`src/rtl/beacon_tx.sv`:
```
// ============================================================================
// beacon_tx : gated square-wave tone-burst generator for the acoustic beacon.
// Optional macro BEACON_TX_JITTER_EN adds LFSR-based gap jitter.
// Revision  : 1.0
// ============================================================================
`default_nettype none

module beacon_tx #(
  parameter int CARRIER_HALF = 2500,
  parameter int BURST_LEN    = 1000000,
  parameter int GAP_LEN      = 1000000,
  parameter int CNT_W        = 24
) (
  input  logic        clk,
  input  logic        reset,
  input  logic        enable,
  input  logic        start,
  output logic        beacon_out,
  output logic        envelope,
  output logic        busy,
  output logic        done,
  output logic [15:0] burst_count
);

  localparam int CAR_W = (CARRIER_HALF > 1) ? $clog2(CARRIER_HALF) : 1;
  localparam logic [CNT_W-1:0] C_BURST_LAST = CNT_W'(BURST_LEN - 1);
  localparam logic [CNT_W-1:0] C_GAP_LAST   = CNT_W'(GAP_LEN - 1);
  localparam logic [CAR_W-1:0] C_CAR_LAST   = CAR_W'(CARRIER_HALF - 1);

  typedef enum logic [1:0] {
    S_IDLE = 2'd0,
    S_ON   = 2'd1,
    S_OFF  = 2'd2
  } state_t;

  state_t            state_q, state_d;
  logic [CNT_W-1:0]  cnt_q, cnt_d;
  logic [CAR_W-1:0]  car_cnt_q, car_cnt_d;
  logic              carrier_q, carrier_d;
  logic [15:0]       burst_count_q, burst_count_d;
  logic              beacon_out_q, beacon_out_d;
  logic              envelope_q, envelope_d;
  logic              busy_q, busy_d;
  logic              done_q, done_d;
  logic              w_launch;
  logic [CNT_W-1:0]  w_gap_last;

`ifdef BEACON_TX_JITTER_EN
  logic [7:0]        lfsr_q, lfsr_d;
  logic [CNT_W-1:0]  gap_last_q, gap_last_d;
  assign w_gap_last = gap_last_q;
`else
  assign w_gap_last = C_GAP_LAST;
`endif

  always_comb begin
    state_d       = state_q;
    cnt_d         = cnt_q;
    car_cnt_d     = car_cnt_q;
    carrier_d     = carrier_q;
    burst_count_d = burst_count_q;
    done_d        = 1'b0;
    w_launch      = 1'b0;
`ifdef BEACON_TX_JITTER_EN
    lfsr_d        = lfsr_q;
    gap_last_d    = gap_last_q;
`endif
    case (state_q)
      S_IDLE: begin
        w_launch = start | enable;
      end
      S_ON: begin
        if (cnt_q == C_BURST_LAST) begin
          state_d       = S_OFF;
          cnt_d         = '0;
          car_cnt_d     = '0;
          carrier_d     = 1'b0;
          burst_count_d = burst_count_q + 16'd1;
`ifdef BEACON_TX_JITTER_EN
          // The freshly stepped LFSR value stretches the gap that starts now.
          lfsr_d     = {lfsr_q[6:0], lfsr_q[7] ^ lfsr_q[5] ^ lfsr_q[4] ^ lfsr_q[3]};
          gap_last_d = C_GAP_LAST + CNT_W'(lfsr_d);
`endif
        end else begin
          cnt_d = cnt_q + 1'b1;
          if (car_cnt_q == C_CAR_LAST) begin
            car_cnt_d = '0;
            carrier_d = ~carrier_q;
          end else begin
            car_cnt_d = car_cnt_q + 1'b1;
          end
        end
      end
      S_OFF: begin
        if (cnt_q == w_gap_last) begin
          done_d   = 1'b1;
          cnt_d    = '0;
          state_d  = S_IDLE;
          w_launch = enable;
        end else begin
          cnt_d = cnt_q + 1'b1;
        end
      end
      default: state_d = S_IDLE;
    endcase

    // A launch always starts a fresh burst with the carrier high.
    if (w_launch) begin
      state_d   = S_ON;
      cnt_d     = '0;
      car_cnt_d = '0;
      carrier_d = 1'b1;
    end

    envelope_d   = (state_d == S_ON);
    beacon_out_d = (state_d == S_ON) & carrier_d;
    busy_d       = (state_d != S_IDLE);
  end

  always_ff @(posedge clk or posedge reset) begin
    if (reset) begin
      state_q       <= S_IDLE;
      cnt_q         <= '0;
      car_cnt_q     <= '0;
      carrier_q     <= 1'b0;
      burst_count_q <= '0;
      beacon_out_q  <= 1'b0;
      envelope_q    <= 1'b0;
      busy_q        <= 1'b0;
      done_q        <= 1'b0;
    end else begin
      state_q       <= state_d;
      cnt_q         <= cnt_d;
      car_cnt_q     <= car_cnt_d;
      carrier_q     <= carrier_d;
      burst_count_q <= burst_count_d;
      beacon_out_q  <= beacon_out_d;
      envelope_q    <= envelope_d;
      busy_q        <= busy_d;
      done_q        <= done_d;
    end
  end

`ifdef BEACON_TX_JITTER_EN
  always_ff @(posedge clk or posedge reset) begin
    if (reset) begin
      lfsr_q     <= 8'hA5;
      gap_last_q <= C_GAP_LAST;
    end else begin
      lfsr_q     <= lfsr_d;
      gap_last_q <= gap_last_d;
    end
  end
`endif

  assign beacon_out  = beacon_out_q;
  assign envelope    = envelope_q;
  assign busy        = busy_q;
  assign done        = done_q;
  assign burst_count = burst_count_q;

endmodule

`default_nettype wire
```
`config.mk`:
```
export PLATFORM = sky130hd
export DESIGN_NAME = beacon_tx
export DESIGN_NICKNAME = d
export VERILOG_FILES = /design/src/rtl/beacon_tx.sv
export SDC_FILE = /design/constraint.sdc
export NUM_CORES = 1
export LEC_CHECK = 0
export CELL_PAD_IN_SITES_DETAIL_PLACEMENT = 1
export CELL_PAD_IN_SITES_GLOBAL_PLACEMENT = 1
export CORE_UTILIZATION = 40
export CTS_BUF_LIST = sky130_fd_sc_hd__clkbuf_4
export DETAILED_ROUTE_END_ITERATION = 8
export PLACE_DENSITY = 0.73
export SYNTH_ARGS = -nofsm -noshare
export SYNTH_HDL_FRONTEND = slang
export SYNTH_SLANG_ARGS = --single-unit
```
`constraint.sdc`:
```
create_clock -name clk -period 2.59 [get_ports clk]
set_clock_uncertainty 0.05 [all_clocks]
set_input_delay 0.3885 -clock clk [delete_from_list [all_inputs] [get_ports clk]]
set_output_delay 0.3885 -clock clk [all_outputs]
set_load 0.01 [all_outputs]
```
# [Word-level counts from Yosys, hierarchy flattened]
# Cells that the tools add are included.
[word_totals] wordCells=45 output_inout_bits=20 mem_count=0 ramBits=0 regBits=59 latch_bits=0 rom_bits=0
[op_classes] shift=0 n_eq_ne=5 n_mux=19 multipliers=0 div=0 bitwise_logic=3 addsub=3 magnitude_cmp=0 reduce_logical=6
[op_table] cell="2-to-1 mux 24 bit" count=3
[op_table] cell="2-to-1 mux 12 bit" count=4
[op_table] cell="adder 24 x 1 -> 24 bit, second input constant" count=1
[op_table] cell="== test 24 x 20 -> 1 bit, second input constant" count=1
[op_table] cell="adder 16 x 1 -> 16 bit, second input constant" count=1
[op_table] cell="adder 12 x 1 -> 12 bit, second input constant" count=1
[op_table] cell="== test 12 bit, second input constant" count=1
[op_table] cell="2-to-1 mux 1 bit" count=7
[op_table] cell="2-to-1 mux 2 bit" count=3
[op_table] cell="case mux 2 bit (3 select lines)" count=1
[op_table] cell="nonzero test 2 bit" count=3
[op_table] cell="== test 2 x 1 -> 1 bit, second input constant" count=2
[op_table] cell="== test 2 bit, second input constant" count=1
[op_table] cell="logical NOT 2 bit" count=1
[op_table] cell="case mux 1 bit (2 select lines)" count=1
[op_table] cell="AND reduction 2 bit" count=1
[op_table] cell="OR reduction 2 bit" count=1
[op_table] cell="bitwise AND 1 bit" count=1
[op_table] cell="NOT 1 bit" count=1
[op_table] cell="bitwise OR 1 bit" count=1

# [Logic depth before layout (Yosys ltp)]
[logic_depth] ltp_word=6 depth_mapped=9 ltp_nobuf=8

# [Least setup slack after synthesis]
# No wires, ideal clock.
[synth_path] path_kind="flip-flop to flip-flop" start="register cnt_q[6]" end="register car_cnt_q[3]" t_required_ns=2.445 arrival_ns=2.701 synth_period_minus_slack_ns=2.847 path_stages_with_launch=10 setup_ns=0.095 setup_slack_ns=-0.257 cell_sequence="dfrtp_1 > buf_6 > or4b_4 > or4_4 > buf_6 > nor3_4 > o31ai_2 > or3_4 > buf_6 > o31ai_1"
[synth_between] elab_chain_len=4 elab_cells_between_ends=7
[synth_lines] element="start, declared" line="37" source="logic [CNT_W-1:0] cnt_q, cnt_d;"
[synth_lines] element="start signal, assigned" line="133" source="cnt_q <= cnt_d;"
[synth_lines] element="== test 24 x 20 -> 1 bit (*)" line="73, 95"
[synth_lines] element="2-to-1 mux 1 bit / 2-to-1 mux 12 bit (equally long branches)" line="95, 73"
[synth_lines] element="case mux 1 bit (2 select lines) / 2-to-1 mux 12 bit (equally long branches)" line="68" source="case (state_q)"
[synth_lines] element="2-to-1 mux 12 bit / nonzero test 2 bit (equally long branches)"
[synth_lines] element="end signal, assigned" line="134" source="car_cnt_q <= car_cnt_d;"
[synth_lines] element="end, declared" line="38" source="logic [CAR_W-1:0] car_cnt_q, car_cnt_d;"
# Mark *: on every way between the ends. The rest lies on a longest branch, timed or not. The select of a mux whose other input is x is not followed.
# A chain may end at the register's enable or synchronous reset.

# [Worst setup path in the final report]
[layout_path] start="register cnt_q[6]" end="register cnt_q[14]"
[layout_between] elab_chain_len=4 elab_cells_between_ends=8
[layout_lines] element="adder 24 x 1 -> 24 bit / == test 24 x 20 -> 1 bit (equally long branches)"
[layout_lines] element="2-to-1 mux 24 bit / 2-to-1 mux 1 bit (equally long branches)" line="73, 95"
[layout_lines] element="2-to-1 mux 24 bit / case mux 1 bit (2 select lines) (equally long branches)"
[layout_lines] element="2-to-1 mux 24 bit / nonzero test 2 bit (equally long branches)"
# Parallel ways exist; a longest one is shown, timed or not. The select of a mux whose other input is x is not followed.

==> reports/metrics.yaml <==
r2r-start: "cnt_q[6]$_DFFE_PP0P_"
clock_latency_ps: 410
powerDensity_mw_per_mm2: 642.9
synthArstFlopShare_pct: 100.0
crit_cells: 6
crit_end: "cnt_q[14]$_DFFE_PP0P_"
max_cap_violations: 0
num-fill-cells: 904
power_frac_comb_pct: 34.2
synth_ff_type: "dfrtp_1"
fin_nets: 401
syn2layout_area_growth_pct: 21.86
start_util_pct: 41.18
cts_sinks: 59
crit_type: "reg -> reg"
synth_nets: 351
final_area_mm2: 0.003857
seq_area_frac_synth_pct: 46.64
seq_power_share_pct: 42.9
setup_viol_count_final: 6
antenna_found_initial: 0
peakVddDrop_mv: 0.3157
cts_tree: "built"
rrSetupSlack_ps: -40
swShare_pct: 38.09
antenna_left: 0
synth_area_per_cell_um2: 9.310
grt_max_degree: 60
cpMaxStageDelayCell: "or4_4"
layout_min_cycle_time_ps: 2628
cts-root-buf: "clkbuf_4"
worstHoldPathType: "in -> async"
r2r-end: "cnt_q[14]$_DFFE_PP0P_"
fp.dieW_um: 90.96
rsz0062_at_grt: "yes"
die_y_um: 90.96
synth_warnings: 0
p_leak_nw: 1.638
grt_overflow: 0
required_ps: 2840
drive_gt1_share_pct: 16.46
path_buf_inv: 0
wirelength_um: 8266
dpl_cell_area_mm2: 0.003652
netlist_instances: 340
synth.distinct_cells: 44
netSwitchingPower_uw: 944.6
layout_common_cells: "dfrtp_1, nor2_1, nand2_1"
power.internal_mw: 1.535
place.gp.congestion: 0.8275
crit_chain: "or4b_4 > or4_4 > or3_4 > a211oi_4 > xnor2_1 > nor2_1"
die_area_mm2: 0.008274
synth_top_area_share_pct: 46.64
n_antenna_cell: 0
core-area_mm2: 0.007687
cts_max_level: 3
cts_made_buffers: 9
worstMarginPinSlew_ps: 624.5
hold_violations: 0
post-route-period-util_pct: 101.5
port_buffers: 23
first_global_vias: 2760
via_count: 2750
clk_pin_slew_ps: 100
drc_errors: 0
mostFrequentLayoutCell: "dfrtp_1"
via_per_inst: 5.533
grt_pass1_wl_um: 13940
drt_pre_antenna_iters: 6
clockPowerShare_pct: 22.9
postCtsHoldBufs: 0
crit_path_start_kind: "flip-flop"
netlist_area_mm2: 0.003166
row_count: 32
first_iter_violations: 70
layout_setup_ws_ps: -37.97
synth_edf_count: 0
ys_top_cells_by_area: "dfrtp_1, o21ai_0, xnor2_1"
end_kind: "flip-flop"
cpPeakStageDelay_ps: 590
violations: "negative setup slack"
cp_top_family: "simple AND/OR/NAND/NOR gates"
io_pins: 24
outcome: "finished with violations"
r2r_cells: 6
fmax_mhz: 380.5
worstPathArrival_ps: 2880
clk_path_buf_depth: 2
holdWs_ps: 302.9
maxSlewViolCount: 0
critPathLaunch: "cnt_q[6]$_DFFE_PP0P_"
yosys.area.top_type: "dfrtp_1"
hpwl_um: 5634
grtUsageTotal_pct: 21.49
avgRoutedWirePerCell_um: 16.63
slew_headroom_pct: 58.05
crit_fanout: 7
synth-seq-cells: 59
==> metrics by stage <==
stage / util [%] / setup TNS [ps] / setup WS [ps] / cells / power [mW]
after floorplan: - / -630.1 / -95.61 / 340 / 1.572
after global placement: 47.51 / 0 / 42.83 / 478 / 1.832
after detailed placement: 47.51 / -51.95 / -29.86 / 478 / 1.857
after CTS: 48.91 / -40.24 / -24.09 / 494 / 2.438
after global routing: 50.18 / -998.0 / -109.6 / 497 / 2.638
final: 50.18 / -137.1 / -37.97 / 497 / 2.480
==> cell type report <==
| cell class | instances | area, um^2 | share of cell area [%] |
|---|---|---|---|
| multi-input cells | 264 | 1685 | 43.69 |
| flip-flops and latches | 59 | 1476 | 38.27 |
| repair buffers | 47 | 426.7 | 11.06 |
| well taps | 102 | 127.6 | 3.308 |
| clock buffers | 12 | 90.09 | 2.335 |
| inverters | 9 | 33.78 | 0.8758 |
| clock inverters | 4 | 17.52 | 0.4541 |
==> cells in the mapped netlist (4+ instances only) <==
master    instances
nor3_1           13
a21oi_1          12
nor3b_1           4
nor2_1           32
inv_1             9
nand4_1          14
or3_1             6
a31oi_1           5
nand3_1          18
xor2_1            7
nand2b_1          5
xnor2_1          19
dfrtp_1          59
clkbuf_1          6
nand2_1          29
and3_1           13
ha_1              7
o21ai_0          34
o31ai_1           9
==> power by group through the flow <==
| stage | logic, mW | clock network (mW) | registers [mW] |
|---|---|---|---|
| 6_report | 0.847 | 0.568 | 1.06 |
| 5_1_grt | 0.938 | 0.622 | 1.08 |
| 4_1_cts | 0.785 | 0.590 | 1.06 |
| 3_5_place_dp | 0.775 | 0 | 1.08 |
| 3_3_place_gp | 0.752 | 0 | 1.08 |
| 2_1_floorplan | 0.492 | 0 | 1.08 |
==> kinds of logic after synthesis <==
group / Yosys count / share of synthesized area, %
and+or+nand+nor: 154 / 25.97
AOI/OAI and AO/OA: 74 / 14.07
DFF: 59 / 46.64
xor gates and xnor gates: 26 / 7.194
buffers and inverters: 19 / 3.004
adders and majority gates: 7 / 2.767
muxes: 1 / 0.3557
==> tightest hold or removal path, stage by stage <==
cell	delay, ps
clkdlybuf4s50_1	410
inv_2	70
buf_12	290
==> flip-flops by register name, indices dropped and copies added, names as in the netlist <==
signal	cells
beacon_out	1
burst_count	16
busy	1
car_cnt_q	12
carrier_q	1
cnt_q	24
done	1
envelope	1
state_q	2
==> timing repair <==
item,4_1_cts,5_1_grt
setup buffers,0,1
cloned,0,2
resized for setup,0,19
setup endpoints to repair,4,31
pin swaps,2,10
==> metal layers <==
layer / vias up / share of wire (%) / GRT usage (%)
met2: 36 / 48 / 34.72
li1: 1336 / - / -
met4: 0 / 1.9 / 10.05
met5: - / 0 / 0
met1: 1366 / 48 / 28.14
met3: 12 / 2.0 / 3.601
==> how the worst min path moves through the flow <==
stage                                 from                           to  slack (ps)  cells after the start
5_1_grt                              reset           envelope$_DFF_PP0_         320                      3
6_report                             reset         state_q[0]$_DFF_PP0_         300                      3
3_5_place_dp   burst_count[15]$_DFFE_PP0P_  burst_count[15]$_DFFE_PP0P_         420                      1
4_1_cts                              reset           envelope$_DFF_PP0_         300                      3
2_1_floorplan     car_cnt_q[8]$_DFFE_PP0P_     car_cnt_q[8]$_DFFE_PP0P_         390                      1
3_3_place_gp   burst_count[15]$_DFFE_PP0P_  burst_count[15]$_DFFE_PP0P_         410                      1
(Power assumes the default switching activity.)
